**src/rtl/fir_sequencer_if.sv**
```systemverilog
// Core-side bus of the FIR sequencer: sample intake, result return,
// coefficient load and status.
//   slave  : the sequencer (consumes samples/coefficients, produces results)
//   master : the core/driver side
interface fir_sequencer_if #(
    parameter int unsigned NUM_REGS   = 8,
    parameter int unsigned DATA_WIDTH = 32
) ();
    localparam int unsigned ADDR_W = $clog2(NUM_REGS);

    logic                  accelerateEn;
    logic                  flush;
    logic                  coefWe;
    logic [ADDR_W-1:0]     coefAddr;
    logic [DATA_WIDTH-1:0] coefData;
    logic                  sampleValid;
    logic                  sampleReady;
    logic [DATA_WIDTH-1:0] sampleIn;
    logic                  resultValid;
    logic                  resultReady;
    logic [DATA_WIDTH-1:0] resultOut;
    logic                  busy;
    logic                  wrErr;

    modport master (
        output accelerateEn, flush, coefWe, coefAddr, coefData,
               sampleValid, sampleIn, resultReady,
        input  sampleReady, resultValid, resultOut, busy, wrErr
    );

    modport slave (
        input  accelerateEn, flush, coefWe, coefAddr, coefData,
               sampleValid, sampleIn, resultReady,
        output sampleReady, resultValid, resultOut, busy, wrErr
    );
endinterface

```
**src/rtl/fir_sequencer.sv**
```systemverilog
// Time-multiplexed FIR controller: coefficient bank, circular delay line and
// one shared signed MAC stepped over all taps, one tap per cycle.
// Ports:
//   clk  - rising-edge clock
//   rst  - asynchronous active-low reset
//   bus  - fir_sequencer_if.slave: sample in (valid/ready), result out
//          (valid/ready), coefficient write port, flush, busy, wrErr
module fir_sequencer #(
    parameter int unsigned NUM_REGS   = 8,
    parameter int unsigned DATA_WIDTH = 32,
    parameter int unsigned SHIFT      = 0
) (
    input  logic             clk,
    input  logic             rst,
    fir_sequencer_if.slave   bus
);
    localparam int unsigned ADDR_W = $clog2(NUM_REGS);
    localparam int unsigned PROD_W = 2 * DATA_WIDTH;
    localparam int unsigned ACC_W  = PROD_W + ADDR_W;

    localparam logic [ADDR_W:0]        NUM_REGS_W = (ADDR_W+1)'(NUM_REGS);
    localparam logic [ADDR_W-1:0]      LAST_TAP   = ADDR_W'(NUM_REGS - 1);
    localparam logic signed [ACC_W-1:0] SAT_MAX =
        ACC_W'($signed({1'b0, {(DATA_WIDTH-1){1'b1}}}));
    localparam logic signed [ACC_W-1:0] SAT_MIN =
        ACC_W'($signed({1'b1, {(DATA_WIDTH-1){1'b0}}}));

    typedef enum logic [1:0] {
        S_IDLE    = 2'd0,
        S_COMPUTE = 2'd1,
        S_ROUND   = 2'd2,
        S_DONE    = 2'd3
    } state_t;

    state_t r_state;
    state_t w_state_nxt;

    logic signed [DATA_WIDTH-1:0] r_coef  [NUM_REGS];
    logic signed [DATA_WIDTH-1:0] r_delay [NUM_REGS];
    logic [ADDR_W-1:0]            r_head;
    logic [ADDR_W-1:0]            r_base;
    logic [ADDR_W-1:0]            r_tap;
    logic signed [ACC_W-1:0]      r_acc;
    logic [DATA_WIDTH-1:0]        r_result;
    logic                         r_result_valid;
    logic                         r_wr_err;

    logic                         w_sample_ready;
    logic                         w_flush;
    logic                         w_accept;
    logic                         w_last_tap;
    logic                         w_res_hs;
    logic                         w_coef_ok;
    logic [ADDR_W-1:0]            w_tap_idx;
    logic signed [PROD_W-1:0]     w_prod;
    logic signed [ACC_W-1:0]      w_shifted;
    logic [DATA_WIDTH-1:0]        w_sat;

    // Ready is forced low while reset is asserted so every output reads 0.
    assign w_sample_ready = rst && (r_state == S_IDLE) && bus.accelerateEn;
    // Flush wins over a simultaneous handshake.
    assign w_flush    = (r_state == S_IDLE) && bus.flush;
    assign w_accept   = w_sample_ready && bus.sampleValid && !bus.flush;
    assign w_last_tap = (r_tap == LAST_TAP);
    assign w_res_hs   = (r_state == S_DONE) && r_result_valid && bus.resultReady;
    assign w_coef_ok  = (r_state == S_IDLE) && ({1'b0, bus.coefAddr} < NUM_REGS_W);

    // Tap k pairs with the sample k steps older than the newest; wraps mod NUM_REGS.
    assign w_tap_idx = r_base - r_tap;
    assign w_prod    = PROD_W'(r_coef[r_tap]) * PROD_W'(r_delay[w_tap_idx]);
    assign w_shifted = r_acc >>> SHIFT;

    // Clamp the shifted accumulator into the signed result range.
    always_comb begin
        w_sat = w_shifted[DATA_WIDTH-1:0];
        if (w_shifted > SAT_MAX) begin
            w_sat = SAT_MAX[DATA_WIDTH-1:0];
        end else if (w_shifted < SAT_MIN) begin
            w_sat = SAT_MIN[DATA_WIDTH-1:0];
        end
    end

    // State register.
    always_ff @(posedge clk or negedge rst) begin
        if (!rst) begin
            r_state <= S_IDLE;
        end else begin
            r_state <= w_state_nxt;
        end
    end

    // Next-state logic.
    always_comb begin
        w_state_nxt = r_state;
        case (r_state)
            S_IDLE:    if (w_accept)   w_state_nxt = S_COMPUTE;
            S_COMPUTE: if (w_last_tap) w_state_nxt = S_ROUND;
            S_ROUND:                   w_state_nxt = S_DONE;
            S_DONE:    if (w_res_hs)   w_state_nxt = S_IDLE;
            default:                   w_state_nxt = S_IDLE;
        endcase
    end

    // Datapath: delay line, MAC, result register and coefficient bank.
    always_ff @(posedge clk or negedge rst) begin
        if (!rst) begin
            for (int i = 0; i < int'(NUM_REGS); i++) begin
                r_coef[i]  <= '0;
                r_delay[i] <= '0;
            end
            r_head         <= '0;
            r_base         <= '0;
            r_tap          <= '0;
            r_acc          <= '0;
            r_result       <= '0;
            r_result_valid <= 1'b0;
            r_wr_err       <= 1'b0;
        end else begin
            if (w_flush) begin
                for (int i = 0; i < int'(NUM_REGS); i++) begin
                    r_delay[i] <= '0;
                end
                r_head <= '0;
            end else if (w_accept) begin
                r_delay[r_head] <= bus.sampleIn;
                r_base          <= r_head;
                r_head          <= r_head + ADDR_W'(1);
                r_acc           <= '0;
                r_tap           <= '0;
            end

            if (r_state == S_COMPUTE) begin
                r_acc <= r_acc + ACC_W'(w_prod);
                r_tap <= r_tap + ADDR_W'(1);
            end

            if (r_state == S_ROUND) begin
                r_result       <= w_sat;
                r_result_valid <= 1'b1;
            end

            if (w_res_hs) begin
                r_result_valid <= 1'b0;
            end

            // Writes outside IDLE or out of range are dropped and latched as an error.
            if (bus.coefWe) begin
                if (w_coef_ok) begin
                    r_coef[bus.coefAddr] <= bus.coefData;
                end else begin
                    r_wr_err <= 1'b1;
                end
            end
        end
    end

    assign bus.sampleReady = w_sample_ready;
    assign bus.resultValid = r_result_valid;
    assign bus.resultOut   = r_result;
    assign bus.busy        = (r_state != S_IDLE);
    assign bus.wrErr       = r_wr_err;

endmodule

```
**src/flat_wrapper.sv**
```systemverilog
// flat-port wrapper written by rule: the top's interface ports become plain ports
module fir_sequencer_flat 
#(
    parameter int unsigned NUM_REGS   = 8,
    parameter int unsigned DATA_WIDTH = 32,
    parameter int unsigned SHIFT      = 0
)
  (clk, rst, bus_accelerateEn, bus_flush, bus_coefWe, bus_coefAddr, bus_coefData, bus_sampleValid, bus_sampleIn, bus_resultReady, bus_sampleReady, bus_resultValid, bus_resultOut, bus_busy, bus_wrErr);
  fir_sequencer_if #(.NUM_REGS(NUM_REGS), .DATA_WIDTH(DATA_WIDTH)) bus_i ();
  input  logic clk;
  input  logic rst;
  input wire logic [$bits(bus_i.accelerateEn)-1:0] bus_accelerateEn;
  input wire logic [$bits(bus_i.flush)-1:0] bus_flush;
  input wire logic [$bits(bus_i.coefWe)-1:0] bus_coefWe;
  input wire logic [$bits(bus_i.coefAddr)-1:0] bus_coefAddr;
  input wire logic [$bits(bus_i.coefData)-1:0] bus_coefData;
  input wire logic [$bits(bus_i.sampleValid)-1:0] bus_sampleValid;
  input wire logic [$bits(bus_i.sampleIn)-1:0] bus_sampleIn;
  input wire logic [$bits(bus_i.resultReady)-1:0] bus_resultReady;
  output wire logic [$bits(bus_i.sampleReady)-1:0] bus_sampleReady;
  output wire logic [$bits(bus_i.resultValid)-1:0] bus_resultValid;
  output wire logic [$bits(bus_i.resultOut)-1:0] bus_resultOut;
  output wire logic [$bits(bus_i.busy)-1:0] bus_busy;
  output wire logic [$bits(bus_i.wrErr)-1:0] bus_wrErr;
  assign bus_i.accelerateEn = bus_accelerateEn;
  assign bus_i.flush = bus_flush;
  assign bus_i.coefWe = bus_coefWe;
  assign bus_i.coefAddr = bus_coefAddr;
  assign bus_i.coefData = bus_coefData;
  assign bus_i.sampleValid = bus_sampleValid;
  assign bus_i.sampleIn = bus_sampleIn;
  assign bus_i.resultReady = bus_resultReady;
  assign bus_sampleReady = bus_i.sampleReady;
  assign bus_resultValid = bus_i.resultValid;
  assign bus_resultOut = bus_i.resultOut;
  assign bus_busy = bus_i.busy;
  assign bus_wrErr = bus_i.wrErr;
  fir_sequencer #(.NUM_REGS(NUM_REGS), .DATA_WIDTH(DATA_WIDTH), .SHIFT(SHIFT)) u_core (.clk(clk), .rst(rst), .bus(bus_i));
endmodule
```
**config.mk**
```make
export PLATFORM = sky130hd
export DESIGN_NAME = fir_sequencer_flat
export DESIGN_NICKNAME = d
export VERILOG_FILES = /design/src/rtl/fir_sequencer_if.sv /design/src/rtl/fir_sequencer.sv /design/src/flat_wrapper.sv
export SDC_FILE = /design/constraint.sdc
export NUM_CORES = 2
export LEC_CHECK = 0
export BUFFER_PORTS_ARGS = -buffer_cell sky130_fd_sc_hd__clkbuf_2
export CELL_PAD_IN_SITES_DETAIL_PLACEMENT = 1
export CELL_PAD_IN_SITES_GLOBAL_PLACEMENT = 2
export CORE_MARGIN = 8
export CORE_UTILIZATION = 47
export CTS_BUF_LIST = sky130_fd_sc_hd__clkbuf_16
export CTS_CLUSTER_SIZE = 16
export DETAILED_ROUTE_END_ITERATION = 7
export PLACE_DENSITY_LB_ADDON = 0.3
export SKIP_CTS_REPAIR_TIMING = 1
export SLEW_MARGIN = 15
export SYNTH_ARGS = -nofsm -noshare
export SYNTH_HDL_FRONTEND = slang
export SYNTH_SLANG_ARGS = --single-unit
```
**constraint.sdc**
```tcl
create_clock -name clk -period 35.3 [get_ports clk]
set_input_delay 0 -clock clk [delete_from_list [all_inputs] [get_ports clk]]
set_output_delay 0 -clock clk [all_outputs]
set_load 0.05 [all_outputs]
```
==> impl_results.md <==
* Status: finished, final reports clean
* Io pins at 110
* VDD IR max at 0.0000614 V
* TritonCTS buffer count at 73
* Setup TNS at 0 ns
* Initial antenna violation count at 12
* Initial core utilization at 47.2%
* Slew of the pin with the lowest slew margin at 1.17 ns
* Nets at 8374
* Syn Inst Count at 6840
* TritonRoute pass-1 iters at 5
* Vias in the first global route at 56800
* Post-synthesis adder-cell area fraction at 40.6%
* Die Y at 398 um
* Clock slew at reported path FFs at 0.06 ns
* GRT Util Overall at 30.4%
* CP Class: reg -> reg
* DIE AREA at 158000 um2
* Ys Warns at 0
* R2R cell count at 31
* Total wire length at 235 mm
* Fraction of registers with async set/reset at 100%
* TritonCTS sink count at 624
* Via density at 5.67
* Reg2reg end: u_core.r_acc[63]$_DFFE_PN0P_
* Core area at 145000 um2
* Worst-path maximum fanout at 36
* Largest family of logic cells by synthesized area: adder cells
* Predominant post-synthesis flop cell: dfrtp_1
* Clock Skews at 0.0433 ns
* Dpl hpwl at 175 mm
* H-tree Lvls at 3
* Util after Layout at 51.3%
* Largest net degree at the start of global routing at 92
* Multiplexer share of the synthesized area at 10.1%
* PwrDens at 66.0 nW/um2
* Routed Antenna Nets at 0
* Simple-gate share of the synthesized area at 11.3%
* DR iter-0 viols at 3352
* Post-synth top area cell: fa_1
* XOR/XNOR Fraction of Synth Area at 0.777%
* HP Class: in -> async
* First-pass GRT wire length at 361 mm
* Fin. Hold Viols at 0
* Peak Freq at 80.1 MHz
* Crit-path max cell delay at 0.81 ns
* RSZ-0062 raised after global routing: no
* Sequential area share after synthesis at 22.8%
* Max-Cap Viols at 0
* WP data arrival at 13.06 ns
* Cell mode on critical path: fa_1
* Kind of end point of the critical path: flip-flop
* Area delta synth->final at 8.60%
* Syn nets at 8391
* CTS root buf: clkbuf_16
* R2r startpoint: u_core.r_tap[1]$_DFFE_PN0P_
* Top cells by area, synth: fa_1 (36%), dfrtp_1 (23%), inv_1 (7.2%)
* Hold WS at 0.000404 ns
* Layout cell share with drive strength beyond 1 at 12.2%
* Syn Area/Cell at 10.0 um2
* Maximum root-to-sink buffer count at 3
* # port buffers at 109
* Die width at 398 um
* CTS tree: built
* Worst skew pair latency at 0.70 ns
* Flops & latches, synth at 624
* Residual DRC at 0
* Post-synth EDFFs at 0
* Area fraction of the dominant cell type after synthesis at 36.3%
* CP startpoint kind: flip-flop
* DR WL/cell at 26.7 um
* Post-synthesis compound-gate area fraction at 5.03%
* Post-synthesis cell area at 68600 um2
* Post-synth cell types at 74
* Final min period at 12.48 ns
* Flop-to-flop setup slack at 22.82 ns
* Lkg Pwr at 36.7 nW
* FILL cells at 15900
* Final slew viol count at 0
* Slew HR at 20.5%
* Final period util at 35.4%
* Slowest cell on crit path: fa_1
* Data required, critical path at 35.88 ns
* Total vias in the final route at 49900
* Global placer's final weighted congestion at 0.910
* Placement Rows at 140
* Setup-failing EPs final at 0
* Gr ovfl total at 0
==> power by group <==
| group | switching (mW) | internal [mW] | total [mW] |
|---|---|---|---|
| clock | 0.340 | 0.426 | 0.766 |
| combinational | 2.09 | 0.978 | 3.07 |
| sequential | 0.174 | 0.909 | 1.08 |
==> metal layers <==
metal / routed length, um / track usage (%) / vias to the layer above
met5: 0 / 0 / -
met4: 11800 / 12.8 / 0
met3: 15000 / 5.59 / 457
met2: 112000 / 50.2 / 1558
met1: 95400 / 39.7 / 27000
li1: - / - / 20900
==> worst max-delay path: cells and delay by family (launching register included) <==
family,cells,cell delay (ns)
xor gates and xnor gates,2,0.50
buffers and inverters,8,2.00
AOI/OAI and AO/OA,7,1.55
muxes,2,1.12
adders and majority gates,10,5.77
and+or+nand+nor,2,0.62
DFF,1,0.75
==> layout by cell type, fill, tap and decap left out, types with 120 or more instances in the layout <==
cell type / netlist / layout
fa_1: 1244 / 1243
a21oi_1: 278 / 278
dfrtp_1: 624 / 621
nand2_1: 1148 / 1146
buf_4: 1 / 120
ha_1: 233 / 231
mux4_2: 128 / 128
nor2_1: 546 / 538
inv_1: 1310 / 1330
mux2_2: 298 / 299
==> cells by family (layout without fill, tap and decap cells) <==
group	Yosys count	after routing
fa+ha+maj	1477	1477
compound gates	561	561
flops	624	624
mux	494	494
buf+inv	1701	1740
other cells	0	6
simple gates	1923	1923
xor+xnor	60	60
==> how the worst max path moves through the flow <==
| stage | start | endpoint | slack [ns] | cells after the start |
|---|---|---|---|---|
| 2_1_floorplan | u_core.r_tap[1]$_DFFE_PN0P_ | u_core.r_acc[63]$_DFFE_PN0P_ | 23.60 | 36 |
| 3_3_place_gp | u_core.r_tap[0]$_DFFE_PN0P_ | u_core.r_acc[64]$_DFFE_PN0P_ | 23.05 | 36 |
| 3_5_place_dp | u_core.r_tap[0]$_DFFE_PN0P_ | u_core.r_acc[63]$_DFFE_PN0P_ | 22.90 | 36 |
| 4_1_cts | u_core.r_tap[0]$_DFFE_PN0P_ | u_core.r_acc[63]$_DFFE_PN0P_ | 22.88 | 36 |
| 5_1_grt | u_core.r_tap[0]$_DFFE_PN0P_ | u_core.r_acc[63]$_DFFE_PN0P_ | 22.32 | 32 |
| 6_report | u_core.r_tap[1]$_DFFE_PN0P_ | u_core.r_acc[63]$_DFFE_PN0P_ | 22.82 | 31 |
==> flip-flops by register name, summed over array words and instances (netlist names) <==
signal	count
u_core.r_delay	256
u_core.r_tap	3
u_core.r_acc	67
u_core.bus.wrErr	1
u_core.r_state	2
u_core.r_coef	256
u_core.bus.resultOut	32
u_core.r_base	3
u_core.r_head	3
u_core.bus.resultValid	1
==> synthesized netlist by cell type, drive strengths merged (9+ instances only) <==
| library cell | instances |
|---|---|
| a21o | 41 |
| a21oi | 278 |
| a22o | 28 |
| a31oi | 9 |
| and2 | 22 |
| and3 | 9 |
| buf | 62 |
| clkbuf | 328 |
| dfrtp | 624 |
| fa | 1244 |
| ha | 233 |
| inv | 1311 |
| mux2 | 309 |
| mux2i | 57 |
| mux4 | 128 |
| nand2 | 1148 |
| nand2b | 27 |
| nand3 | 64 |
| nand4 | 24 |
| nor2 | 546 |
| nor3 | 17 |
| nor4 | 11 |
| o211ai | 14 |
| o21ai | 98 |
| o21bai | 14 |
| o31ai | 20 |
| or3 | 18 |
| xnor2 | 39 |
| xor2 | 21 |
==> layout make-up <==
class	count	area (um2)	area share, %
clock buffers	73	1830	2.45
well taps	1917	2400	3.22
inverters	1311	4920	6.61
clock inverters	58	549	0.738
flip-flops and latches	624	15600	21.0
diodes	6	15.0	0.0202
multi-input cells	4515	47000	63.1
repair buffers	298	2160	2.91
==> per-stage QoR <==
| stage | cells | cell area, um2 | total power [mW] | setup WS (ns) |
|---|---|---|---|---|
| after floorplan | 6840 | 68600 | 2.83 | 23.60 |
| after global placement | 8596 | 71400 | 4.04 | 23.05 |
| after detailed placement | 8596 | 71400 | 4.12 | 22.90 |
| after CTS | 8727 | 73700 | 4.92 | 22.88 |
| after global routing | 8799 | 74500 | 5.18 | 22.32 |
| final | 8802 | 74500 | 4.91 | 22.82 |
Note: power is estimated with default switching activity, not from simulation.
